File: src/rtl/stage_pkg.sv
// stage_pkg: stage encoding and shared constants for the instruction stage sequencer.
package stage_pkg;
    typedef enum logic [2:0] {
        IDLE      = 3'd0,
        FETCH     = 3'd1,
        DECODE    = 3'd2,
        EXECUTE   = 3'd3,
        MEMORY    = 3'd4,
        WRITEBACK = 3'd5,
        HALTED    = 3'd6,
        ERROR     = 3'd7
    } stage_t;
    localparam int MEM_TIMEOUT_DEF = 16;
    localparam int WDOG_W          = 8;
endpackage

File: src/rtl/mem_watchdog.sv
// mem_watchdog: counts cycles spent waiting on data memory; expires on the LIMIT-th waiting cycle.
module mem_watchdog import stage_pkg::*; #(
    parameter int LIMIT = MEM_TIMEOUT_DEF
) (
    input  logic clk,
    input  logic rst_ni,
    input  logic clr_i,
    input  logic en_i,
    output logic expired_o
);
    logic [WDOG_W-1:0] cnt_q, cnt_d;

    always_comb cnt_d = clr_i ? '0 : en_i ? cnt_q + 1'b1 : cnt_q;

    always_ff @(posedge clk or negedge rst_ni)
        if (!rst_ni) cnt_q <= '0;
        else         cnt_q <= cnt_d;

    assign expired_o = en_i && cnt_q == WDOG_W'(LIMIT - 1);
endmodule

File: src/rtl/stage_sequencer.sv
// stage_sequencer: single-clock multi-cycle stage controller producing one-hot stage strobes,
// branch resolution, memory handshake with timeout, and a retired-instruction count.
module stage_sequencer import stage_pkg::*; #(
    parameter int CNT_W       = 32,
    parameter int MEM_TIMEOUT = MEM_TIMEOUT_DEF
) (
    input  logic             clk,
    input  logic             reset,
    input  logic             start,
    input  logic             halt_req,
    input  logic             uncondbranch,
    input  logic             branch,
    input  logic             mem_read,
    input  logic             mem_write,
    input  logic             reg_write,
    input  logic             alu_zero,
    input  logic             mem_ack,
    output logic             ir_load,
    output logic             rf_read,
    output logic             alu_en,
    output logic             mem_req,
    output logic             rf_write,
    output logic             pc_write,
    output logic             pc_src,
    output logic [2:0]       state,
    output logic [CNT_W-1:0] retired,
    output logic             halted,
    output logic             error
);
    stage_t           state_q, state_d;
    logic             need_mem_q, need_mem_d, need_wb_q, need_wb_d;
    logic             is_ub_q, is_ub_d, is_cb_q, is_cb_d, take_q, take_d, halt_q, halt_d;
    logic [CNT_W-1:0] retired_q, retired_d;
    logic             in_mem, in_instr, expired, take_now, final_stage;

    assign in_mem      = state_q == MEMORY;
    assign in_instr    = state_q inside {FETCH, DECODE, EXECUTE, MEMORY, WRITEBACK};
    assign take_now    = is_ub_q | (is_cb_q & alu_zero);
    assign final_stage = (state_q == EXECUTE && !need_mem_q && !need_wb_q) ||
                         (in_mem && mem_ack && !need_wb_q) || state_q == WRITEBACK;

    mem_watchdog #(.LIMIT(MEM_TIMEOUT)) u_wdog (
        .clk      (clk),
        .rst_ni   (reset),
        .clr_i    (!in_mem || mem_ack),
        .en_i     (in_mem),
        .expired_o(expired)
    );

    always_comb begin
        state_d    = state_q;
        need_mem_d = need_mem_q;
        need_wb_d  = need_wb_q;
        is_ub_d    = is_ub_q;
        is_cb_d    = is_cb_q;
        take_d     = take_q;
        retired_d  = final_stage ? retired_q + 1'b1 : retired_q;
        // A halt request seen mid-instruction is held until the instruction boundary.
        halt_d     = final_stage ? 1'b0 : halt_q | (halt_req & in_instr);
        case (state_q)
            IDLE:    state_d = start ? FETCH : IDLE;
            FETCH:   state_d = DECODE;
            DECODE: begin
                need_mem_d = mem_read | mem_write;
                need_wb_d  = reg_write & ~mem_write;
                is_ub_d    = uncondbranch;
                is_cb_d    = branch;
                state_d    = EXECUTE;
            end
            EXECUTE: begin
                take_d  = take_now;
                state_d = need_mem_q ? MEMORY : need_wb_q ? WRITEBACK : EXECUTE;
            end
            MEMORY:  state_d = mem_ack ? (need_wb_q ? WRITEBACK : MEMORY) : expired ? ERROR : MEMORY;
            HALTED:  state_d = (start && !halt_req) ? FETCH : HALTED;
            default: state_d = state_q;
        endcase
        if (final_stage) state_d = (halt_req || halt_q) ? HALTED : FETCH;
    end

    always_ff @(posedge clk or negedge reset)
        if (!reset) begin
            state_q    <= IDLE;
            need_mem_q <= 1'b0;
            need_wb_q  <= 1'b0;
            is_ub_q    <= 1'b0;
            is_cb_q    <= 1'b0;
            take_q     <= 1'b0;
            halt_q     <= 1'b0;
            retired_q  <= '0;
        end else begin
            state_q    <= state_d;
            need_mem_q <= need_mem_d;
            need_wb_q  <= need_wb_d;
            is_ub_q    <= is_ub_d;
            is_cb_q    <= is_cb_d;
            take_q     <= take_d;
            halt_q     <= halt_d;
            retired_q  <= retired_d;
        end

    assign ir_load  = state_q == FETCH;
    assign rf_read  = state_q == DECODE;
    assign alu_en   = state_q == EXECUTE;
    assign mem_req  = in_mem;
    assign rf_write = state_q == WRITEBACK;
    assign pc_write = final_stage;
    assign pc_src   = final_stage && (state_q == EXECUTE ? take_now : take_q);
    assign state    = state_q;
    assign retired  = retired_q;
    assign halted   = state_q == HALTED;
    assign error    = state_q == ERROR;
endmodule

File: config.mk
export PLATFORM = sky130hd
export DESIGN_NAME = stage_sequencer
export DESIGN_NICKNAME = d
export VERILOG_FILES = /design/src/rtl/stage_pkg.sv /design/src/rtl/mem_watchdog.sv /design/src/rtl/stage_sequencer.sv
export SDC_FILE = /design/constraint.sdc
export NUM_CORES = 1
export LEC_CHECK = 0
export ABC_CLOCK_PERIOD_IN_PS = 2600
export CORE_MARGIN = 2
export CORE_UTILIZATION = 33
export CTS_BUF_LIST = sky130_fd_sc_hd__clkbuf_2
export CTS_CLUSTER_SIZE = 28
export DETAILED_ROUTE_END_ITERATION = 10
export DONT_BUFFER_PORTS = 1
export MAX_ROUTING_LAYER = met4
export PLACE_DENSITY = 0.55
export SETUP_SLACK_MARGIN = 0.15
export SLEW_MARGIN = 30
export SYNTH_ARGS = -nofsm -noshare
export SYNTH_HDL_FRONTEND = slang
export SYNTH_HIERARCHICAL = 1
export SYNTH_SLANG_ARGS = --single-unit
export TNS_END_PERCENT = 100
File: constraint.sdc
create_clock -name clk -period 2.6 [get_ports clk]
set_input_delay 0.78 -clock clk [delete_from_list [all_inputs] [get_ports clk]]
set_output_delay 0.78 -clock clk [all_outputs]
set_load 0.01 [all_outputs]
==> results of run 1 <==
-- registers in the layout (all words and copies together), names as in the netlist --
| name | flops |
|---|---|
| retired | 32 |
| u_wdog/cnt_q | 8 |
| state | 3 |
| halt_q | 1 |
| is_cb_q | 1 |
| is_ub_q | 1 |
| need_mem_q | 1 |
| need_wb_q | 1 |
| take_q | 1 |
-- cells by family (layout without fill, tap and decap cells) --
kind of cell               after synthesis  after routing  share of synthesized area [%]
DFF                                     49             49                           48.8
adders and majority gates                2              2                          0.996
buffers and inverters                   23             34                           3.94
AOI/OAI and AO/OA                       37             37                           9.62
xor gates and xnor gates                35             35                           12.2
and+or+nand+nor                         95             95                           22.3
muxes                                    5              5                           2.14
-- routing by layer --
layer	up-vias	global-route usage [%]
met5	-	-
met4	0	5.30
met3	6	4.07
met2	31	20.9
met1	874	16.8
li1	871	-
-- area by class of cell --
cell class	count	area, um^2
fill	759	4500
multi-input combinational	174	1230
sequential	49	1230
tap	99	124
timing repair buffer	11	114
inverter	15	56.3
clock buffer	5	25.0
clock inverter	3	12.5
-- critical path, cell delays in order (launching register included) --
cell and delay [ns]:
dfrtp_1 0.45, and3b_2 0.38, nor2_2 0.06, a21oi_2 0.13, and2_4 0.17
-- power groups by stage --
stage / Combinational, mW / Clock [mW] / Sequential, mW
after CTS: 0.620 / 0.318 / 0.988
after floorplan: 0.420 / 0 / 0.995
after global routing: 0.736 / 0.339 / 1.01
after detailed placement: 0.559 / 0 / 1.00
final: 0.661 / 0.297 / 0.991
after global placement: 0.556 / 0 / 1.00
-- stage by stage --
stage               total power [mW]  std cells
floorplan                       1.41        246
global placement                1.56        343
detailed placement              1.56        343
CTS                             1.93        353
global route                    2.08        356
finish                          1.95        356
-- synth_stat cells, types with 2 or more instances --
master | count | area (um^2)
or3_1 | 2 | 12.5
clkbuf_1 | 4 | 15.0
and4_1 | 2 | 17.5
nor2_1 | 25 | 93.8
nor3b_1 | 2 | 15.0
dfrtp_1 | 49 | 1230
xnor2_1 | 18 | 158
nor4_2 | 5 | 62.6
o211ai_1 | 2 | 15.0
nand2_1 | 15 | 56.3
a21oi_1 | 12 | 60.1
nand4_1 | 5 | 31.3
xor2_1 | 17 | 149
o21ai_0 | 11 | 55.1
mux2i_1 | 2 | 20.0
and3_1 | 4 | 25.0
nor3_1 | 9 | 45.0
nor4_1 | 3 | 18.8
inv_1 | 15 | 56.3
nor2b_1 | 3 | 18.8
nand3_1 | 11 | 55.1
nand4_4 | 2 | 42.5
ha_1 | 2 | 25.0
mux2_2 | 3 | 33.8
-- repair_timing --
action | in CTS | in global routing
pin swaps | 0 | 1
hold buffers | 1 | 0
gates resized for setup | 7 | 10
setup buffers | 1 | 3
hold endpoints to repair | 49 | 0
endpoints found under the setup margin | 3 | 4
-- worst max-delay path by stage --
stage	startpoint	cells past startpoint	endpoint	slack, ns
after floorplan	mem_ack	4	pc_src	0.17
after global placement	mem_ack	4	pc_src	0.27
after detailed placement	mem_ack	4	pc_src	0.28
after CTS	state[2]	5	pc_src	0.16
after global routing	state[2]	4	pc_src	0.11
final	state[2]	4	pc_src	0.23
-- cells in the final DEF, fill, tap and decap left out, types with 2 or more instances in the layout --
cell type   n
mux2_2      3
nand4_4     2
nand4_1     5
a21oi_1    11
nor4_1      3
ha_1        2
clkbuf_2    5
or3_1       2
nor3b_1     2
and3_1      3
nor2_1     24
buf_4       7
clkinv_1    2
a21oi_2     2
inv_1      15
xor2_1     17
mux2i_1     2
nand3_1    11
o21ai_0    10
dfrtp_1    48
nand2_4     2
and4_1      2
xnor2_1    18
buf_6       3
nor2b_1     2
nand2_1    13
nor4_2      5
nor3_1      8
o211ai_1    2
==> flow_metrics.env, run 1 <==
export IMPL_ctsHtreeMaxLevel=2
export IMPL_clk_pin_slew_ns=0.24
export IMPL_setup_ws_ns=0.234
export IMPL_async_flop_share_pct=100
export IMPL_syn_area_um2=2510
export IMPL_p_sw_uw=747
export IMPL_path_max_fanout=6
export IMPL_drt_pass1_iterations=4
export IMPL_ff2ff_path_depth=5
export IMPL_pwr_share_comb_pct=33.9
export IMPL_clockPowerShare_pct=15.2
export IMPL_finalCritPeriodShare_pct=91.0
export IMPL_hold_viol=0
export IMPL_cts_buffer_depth=2
export IMPL_r2r_slack_ns=0.59
export IMPL_crit_type="reg2out"
export IMPL_fp_dieW_um=91.2
export IMPL_finalWirelength_mm=5.24
export IMPL_wl_met1_mm=2.43
export IMPL_initial_core_util_pct=34.4
export IMPL_rows=31
export IMPL_drcViolationCount=0
export IMPL_grt_pass1_wl_mm=8.87
export IMPL_avgRoutedWirePerCell_um=14.7
export IMPL_critical_path_arrival_ns=1.59
export IMPL_outcome="finished, final reports clean"
export IMPL_cts_sinks=49
export IMPL_routed_top_layer="met4"
export IMPL_synth_cells=246
export IMPL_worst_setup_path_start_kind="flop"
export IMPL_grt_overflow_total=0
export IMPL_final_util_pct=38.2
export IMPL_pre_cts_slack_ns=0.277
export IMPL_final_area_um2=2790
export IMPL_io_buffers=0
export IMPL_ys_flop_type="dfrtp_1"
export IMPL_fmax_mhz=423
export IMPL_yosysSeqAreaShare_pct=48.8
export IMPL_die_h_um=91.2
export IMPL_wl_met3_um=239
export IMPL_timing_rr_start="state[2]"
export IMPL_gp_congestion=0.882
export IMPL_crit_path_end_kind="output pin"
export IMPL_p_per_area_nw_per_um2=699
export IMPL_drt_iter0_drc=72
export IMPL_swShare_pct=38.3
export IMPL_diodes=0
export IMPL_cts_tree="yes"
export IMPL_setup_viol_count_final=0
export IMPL_timing_max_cap_violations=0
export IMPL_antenna_left=0
export IMPL_numCtsBuffers=5
export IMPL_grt_use_total_pct=13.6
export IMPL_hp_class="in2async"
export IMPL_fin_crit_ns=2.37
export IMPL_p_leak_nw=1.21
export IMPL_ir_worst_vdd_v=0.000462
export IMPL_route_vias_total=1782
export IMPL_seqPwrFrac_pct=50.9
export IMPL_first_global_vias=1738
export IMPL_tns_ns=0
export IMPL_grt_max_degree=50
export IMPL_viasPerCell=5.01
export IMPL_synth_seq_cells=49
export IMPL_dr_wl_met2_mm=2.48
export IMPL_ios=55
export IMPL_rsz0062_at_grt="true"
export IMPL_post_synth_cell_area_avg_um2=10.2
export IMPL_worst_hold_slack_ns=0.169
export IMPL_yosysWarnings=6
export IMPL_fin_worst_skew_ns=0.0184
export IMPL_slew_violations=0
export IMPL_insertion_delay_ns=0.41
export IMPL_layout_nets=269
export IMPL_worst_pin_slew_ns=0.501
export IMPL_antenna_found_initial=0
export IMPL_root_buffer="clkbuf_2"
export IMPL_dpl_instance_area_um2=2640
export IMPL_slew_headroom_pct=66.3
export IMPL_r2r_end="retired[24]"
export IMPL_dieArea_um2=8320
export IMPL_core_um2=7290
export IMPL_syn_to_final_growth_pct=11.1
export IMPL_dpl_hpwl_mm=3.71
export IMPL_yosysUniqueCellTypes=47
export IMPL_p_int_mw=1.20
export IMPL_critPathRequiredTime_ns=1.82
export IMPL_synth_edf_count=0
export IMPL_synthesis_nets=259
export IMPL_drive_above_1_share_pct=16.7
No activity file was read; power rests on OpenSTA's default activity.
==> inputs of run 2 (changes only) <==
--- a/config.mk
+++ b/config.mk
@@ -7,13 +7,13 @@
 export LEC_CHECK = 0
 export ABC_CLOCK_PERIOD_IN_PS = 2600
 export CORE_MARGIN = 2
-export CORE_UTILIZATION = 33
+export CORE_UTILIZATION = 58
 export CTS_BUF_LIST = sky130_fd_sc_hd__clkbuf_2
 export CTS_CLUSTER_SIZE = 28
 export DETAILED_ROUTE_END_ITERATION = 10
 export DONT_BUFFER_PORTS = 1
 export MAX_ROUTING_LAYER = met4
-export PLACE_DENSITY = 0.55
+export PLACE_DENSITY = 0.82
 export SETUP_SLACK_MARGIN = 0.15
 export SLEW_MARGIN = 30
 export SYNTH_ARGS = -nofsm -noshare
==> run 2 against run 1 <==
Critical path depth did not move. First-iteration DRC count rose by 51%. Total power fell by 0.94%. Count of clock-buffer cells in the layout rose by 1. Clock power rose by 5%. Sequential share of layout area rose by 1.7 points. Core utilization rose by 28 points. Worst hold slack got worse by 0.028 ns. Flip-flop and latch count did not move. Via count rose by 3.4%. Combinational power fell by 7.3%. Critical path type unchanged. Largest power group unchanged. Highest routed layer unchanged.
==> flow_metrics.env, run 2 (synthesized netlist as in run 1, its figures left out) <==
export IMPL_fin_crit_ns=2.39
export IMPL_final_area_um2=2690
export IMPL_critical_path_arrival_ns=1.61
export IMPL_drt_iter0_drc=109
export IMPL_dpl_instance_area_um2=2590
export IMPL_grt_use_total_pct=21.7
export IMPL_gp_congestion=0.798
export IMPL_dieArea_um2=4870
export IMPL_ctsHtreeMaxLevel=2
export IMPL_layout_commonest_cell="dfrtp_1"
export IMPL_pwr_share_comb_pct=31.7
export IMPL_root_buffer="clkbuf_2"
export IMPL_path_max_fanout=6
export IMPL_p_per_area_nw_per_um2=718
export IMPL_clk_pin_slew_ns=0.26
export IMPL_finalCritPeriodShare_pct=91.8
export IMPL_fmax_mhz=419
export IMPL_io_buffers=0
export IMPL_layout_nets=268
export IMPL_p_sw_uw=729
export IMPL_final_util_pct=65.8
export IMPL_timing_rr_start="retired[3]"
export IMPL_worst_setup_path_start_kind="flop"
export IMPL_pre_cts_slack_ns=0.354
export IMPL_grt_pass1_wl_mm=8.40
export IMPL_diodes=0
export IMPL_cts_tree="yes"
export IMPL_initial_core_util_pct=61.5
export IMPL_rows=23
export IMPL_fp_dieW_um=69.8
export IMPL_largest_reg_flops=32
export IMPL_cts_sinks=49
export IMPL_tns_ns=0
export IMPL_clockPowerShare_pct=16.2
export IMPL_swShare_pct=37.8
export IMPL_rsz0062_at_grt="true"
export IMPL_viasPerCell=6.02
export IMPL_hp_class="in2async"
export IMPL_p_leak_nw=1.19
export IMPL_syn_to_final_growth_pct=7.13
export IMPL_grt_overflow_total=0
export IMPL_p_int_mw=1.20
export IMPL_outcome="finished, final reports clean"
export IMPL_numCtsBuffers=5
export IMPL_crit_path_end_kind="output pin"
export IMPL_cts_buffer_depth=2
export IMPL_drt_pass1_iterations=4
export IMPL_setup_ws_ns=0.213
export IMPL_worst_pin_slew_ns=0.443
export IMPL_crit_type="reg2out"
export IMPL_ir_worst_vdd_v=0.000590
export IMPL_final_cell_mix="dfrtp_1 (47), nor2_1 (25), xnor2_1 (18), xor2_1 (17), inv_1 (15)"
export IMPL_setup_viol_count_final=0
export IMPL_slew_violations=0
export IMPL_ios=55
export IMPL_first_global_vias=1812
export IMPL_route_vias_total=1843
export IMPL_antenna_left=0
export IMPL_critPathRequiredTime_ns=1.82
export IMPL_drcViolationCount=0
export IMPL_dpl_hpwl_mm=3.45
export IMPL_worst_hold_slack_ns=0.140
export IMPL_grt_max_degree=50
export IMPL_antenna_found_initial=0
export IMPL_slew_headroom_pct=70.3
export IMPL_finalWirelength_mm=4.87
export IMPL_insertion_delay_ns=0.43
export IMPL_avgRoutedWirePerCell_um=15.9
export IMPL_fin_worst_skew_ns=0.0246
export IMPL_critPathLaunch="state[2]"
export IMPL_hold_viol=0
export IMPL_timing_max_cap_violations=0
export IMPL_seqPwrFrac_pct=52.0
export IMPL_die_h_um=69.8
export IMPL_core_um2=4090
export IMPL_drive_above_1_share_pct=15.6
## run 2: final timing paths
| check | cells after the start | slack, ns | endpoint |
|---|---|---|---|
| max in group asynchronous | 1 | 2.21 | state[1] |
| hold / removal | 1 | 0.14 | retired[1] |
| hold reg to reg | 1 | 0.55 | is_ub_q |
| setup reg to reg | 5 | 0.56 | retired[24] |
| setup / recovery | 4 | 0.21 | pc_src |
| min in group clk | 1 | 0.49 | is_ub_q |
## run 2: metal layers
metal | share of wire, % | vias to the layer above | GRT usage, %
li1 | - | 873 | -
met1 | 44 | 903 | 26.8
met2 | 48 | 61 | 34.9
met3 | 7.3 | 6 | 6.40
met4 | 1.1 | 0 | 5.98
met5 | 0 | - | -
## run 2: metrics by stage
| step | instances | power [mW] |
|---|---|---|
| 2_1_floorplan | 246 | 1.41 |
| 3_3_place_gp | 295 | 1.54 |
| 3_5_place_dp | 295 | 1.56 |
| 4_1_cts | 305 | 1.90 |
| 5_1_grt | 306 | 2.05 |
| 6_report | 306 | 1.93 |
## run 2: final cells by class
class / instances / area (um^2)
tap: 50 / 62.6
multi-input combinational: 174 / 1200
timing repair buffer: 10 / 98.8
inverter: 15 / 56.3
clock buffer: 6 / 30.0
sequential: 49 / 1230
fill: 322 / 1400
clock inverter: 2 / 15.0
## run 2: repair_timing
action	in CTS	in global routing
setup endpoints to repair	2	2
hold endpoints to repair	49	0
hold buffers	1	0
setup buffers	1	1
resized for setup	2	5
## run 2: power by group through the flow
| stage | sequential, mW | combinational (mW) | clock (mW) |
|---|---|---|---|
| 2_1_floorplan | 0.995 | 0.420 | 0 |
| 3_3_place_gp | 1.01 | 0.528 | 0 |
| 3_5_place_dp | 1.02 | 0.542 | 0 |
| 4_1_cts | 1.00 | 0.577 | 0.323 |
| 5_1_grt | 1.02 | 0.678 | 0.346 |
| 6_report | 1.00 | 0.613 | 0.313 |
## run 2: worst max-delay path: stages (launching register included)
cell,delay [ns]
dfrtp_1,0.46
and3b_2,0.35
nor2_1,0.07
a21oi_2,0.13
and2_4,0.17
==> inputs of run 3 (changes only) <==
--- a/config.mk
+++ b/config.mk
@@ -6,16 +6,18 @@
 export NUM_CORES = 1
 export LEC_CHECK = 0
 export ABC_CLOCK_PERIOD_IN_PS = 2600
+export CELL_PAD_IN_SITES_DETAIL_PLACEMENT = 1
+export CELL_PAD_IN_SITES_GLOBAL_PLACEMENT = 2
 export CORE_MARGIN = 2
-export CORE_UTILIZATION = 58
+export CORE_UTILIZATION = 41
 export CTS_BUF_LIST = sky130_fd_sc_hd__clkbuf_2
 export CTS_CLUSTER_SIZE = 28
 export DETAILED_ROUTE_END_ITERATION = 10
 export DONT_BUFFER_PORTS = 1
+export HOLD_SLACK_MARGIN = 0.15
 export MAX_ROUTING_LAYER = met4
-export PLACE_DENSITY = 0.82
+export PLACE_DENSITY = 0.9
 export SETUP_SLACK_MARGIN = 0.15
-export SLEW_MARGIN = 30
 export SYNTH_ARGS = -nofsm -noshare
 export SYNTH_HDL_FRONTEND = slang
 export SYNTH_HIERARCHICAL = 1
==> run 3 against run 2 <==
Global-route usage is 3.3 points lower. Highest routed layer unchanged. Setup slack worse by 0.031 ns. Final cell count is 10% higher. Critical path depth is 1 higher. Design area is 4.0% higher.
==> flow_metrics.env, run 3 (synthesized netlist as in run 1, its figures left out) <==
export IMPL_hold_viol=0
export IMPL_slowest_stage="dfrtp_1"
export IMPL_crit_chain="buf_6, and3b_2, buf_6, buf_4, buf_6"
export IMPL_critical_path_arrival_ns=1.64
export IMPL_fmax_mhz=414
export IMPL_drive_above_1_share_pct=17.9
export IMPL_swShare_pct=39.4
export IMPL_fin_crit_ns=2.42
export IMPL_insertion_delay_ns=0.48
export IMPL_io_buffers=0
export IMPL_finalWirelength_mm=5.77
export IMPL_drt_iter0_drc=60
export IMPL_rows=28
export IMPL_critPathRequiredTime_ns=1.82
export IMPL_tns_ns=0
export IMPL_cts_sinks=49
export IMPL_path_max_fanout=8
export IMPL_grt_pass1_wl_mm=9.28
export IMPL_worst_setup_path_start_kind="flop"
export IMPL_first_global_vias=1861
export IMPL_clockPowerShare_pct=16.9
export IMPL_grt_use_total_pct=18.4
export IMPL_avgRoutedWirePerCell_um=17.1
export IMPL_dieArea_um2=6770
export IMPL_setup_viol_count_final=0
export IMPL_root_buffer="clkbuf_2"
export IMPL_viasPerCell=5.52
export IMPL_timing_rr_start="retired[3]"
export IMPL_timing_max_cap_violations=0
export IMPL_fin_worst_skew_ns=0.0501
export IMPL_final_cell_mix="dfrtp_1 (47), nor2_1 (24), xnor2_1 (18), xor2_1 (17), inv_1 (15)"
export IMPL_gp_congestion=0.779
export IMPL_rsz0062_at_grt="true"
export IMPL_grt_max_degree=50
export IMPL_slew_headroom_pct=69.4
export IMPL_critPathCapture="alu_en"
export IMPL_crit_path_end_kind="output pin"
export IMPL_hp_class="in2reg"
export IMPL_crit_top_cell="buf_6"
export IMPL_clk_pin_slew_ns=0.25
export IMPL_finalCritPeriodShare_pct=93.0
export IMPL_antenna_found_initial=0
export IMPL_numCtsBuffers=5
export IMPL_worst_pin_slew_ns=0.459
export IMPL_p_sw_uw=804
export IMPL_route_vias_total=1860
export IMPL_r2r_end="retired[24]"
export IMPL_cts_buffer_depth=2
export IMPL_syn_to_final_growth_pct=11.5
export IMPL_outcome="finished, final reports clean"
export IMPL_diodes=0
export IMPL_max_stage_delay_ns=0.45
export IMPL_drt_pass1_iterations=4
export IMPL_worst_hold_slack_ns=0.470
export IMPL_drcViolationCount=0
export IMPL_antenna_left=0
export IMPL_cts_tree="yes"
export IMPL_layout_commonest_cell="dfrtp_1"
export IMPL_ios=55
export IMPL_die_h_um=82.3
export IMPL_core_um2=5920
export IMPL_fp_dieW_um=82.3
export IMPL_p_int_mw=1.24
export IMPL_ff2ff_path_depth=5
export IMPL_grt_overflow_total=0
export IMPL_ctsHtreeMaxLevel=2
export IMPL_n_fill_cell=669
export IMPL_critPathLaunch="state[0]"
export IMPL_crit_type="reg2out"
export IMPL_p_per_area_nw_per_um2=729
export IMPL_ir_worst_vdd_v=0.000295
export IMPL_dpl_hpwl_mm=4.13
export IMPL_pwr_share_comb_pct=33.6
export IMPL_seqPwrFrac_pct=49.6
export IMPL_layout_nets=274
export IMPL_initial_core_util_pct=42.4
export IMPL_worstHoldPathCells=1
export IMPL_largest_reg_flops=32
export IMPL_slew_violations=0
export IMPL_r2r_slack_ns=0.46
export IMPL_p_leak_nw=1.24
-- run 3: worst max-delay path: cells and delay by family (launching register included) --
family | cells | cell delay, ns
AND/OR/NAND/NOR | 1 | 0.26
flip-flops | 1 | 0.45
buffers and inverters | 4 | 0.51
-- run 3: metal layers --
layer	GRT usage (%)	share of wire (%)	vias to the layer above
met1	23.3	45	927
met4	5.00	1.2	0
met2	27.9	46	43
met3	6.52	7.3	7
met5	-	0	-
li1	-	-	883
-- run 3: repair_timing --
action                                  CTS  global route
endpoints found under the setup margin    3             2
gates resized for setup                   3            11
setup buffers                             1             5
endpoints found under the hold margin    49             0
hold buffers                              2             0
pin swaps                                 0             1
-- run 3: power by group through the flow --
stage                     Combinational (mW)  Clock (mW)  Sequential, mW
after detailed placement               0.584           0            1.02
after global placement                 0.568           0            1.01
final                                  0.685       0.344            1.01
after CTS                              0.625       0.363            1.01
after floorplan                        0.420           0           0.995
after global routing                   0.762       0.392            1.03
-- run 3: stage by stage --
step | cell area, um^2 | utilization [%] | cells | total power [mW] | setup WS [ns]
final | 2800 | 47.3 | 337 | 2.04 | 0.182
after global routing | 2800 | 47.3 | 337 | 2.19 | 0.0638
after CTS | 2730 | 46.1 | 332 | 2.00 | 0.0654
after detailed placement | 2630 | 44.3 | 321 | 1.61 | 0.235
after global placement | 2630 | 44.3 | 321 | 1.58 | 0.271
after floorplan | 2510 | - | 246 | 1.41 | 0.168
-- run 3: cell type report --
type / instances / area [um^2] / share of cell area [%]
clock inverter: 3 / 25.0 / 0.894
inverter: 15 / 56.3 / 2.01
clock buffer: 5 / 25.0 / 0.894
tap: 75 / 93.8 / 3.35
timing repair buffer: 16 / 154 / 5.50
multi-input combinational: 174 / 1220 / 43.5
sequential: 49 / 1230 / 43.9
-- run 3: worst min-delay path by stage --
stage	start	end	slack, ns
finish	branch	is_cb_q	0.47
global route	branch	is_cb_q	0.42
CTS	branch	is_cb_q	0.44
detailed placement	reset	is_ub_q	0.49
global placement	halt_q	halt_q	0.48
floorplan	halt_q	halt_q	0.46
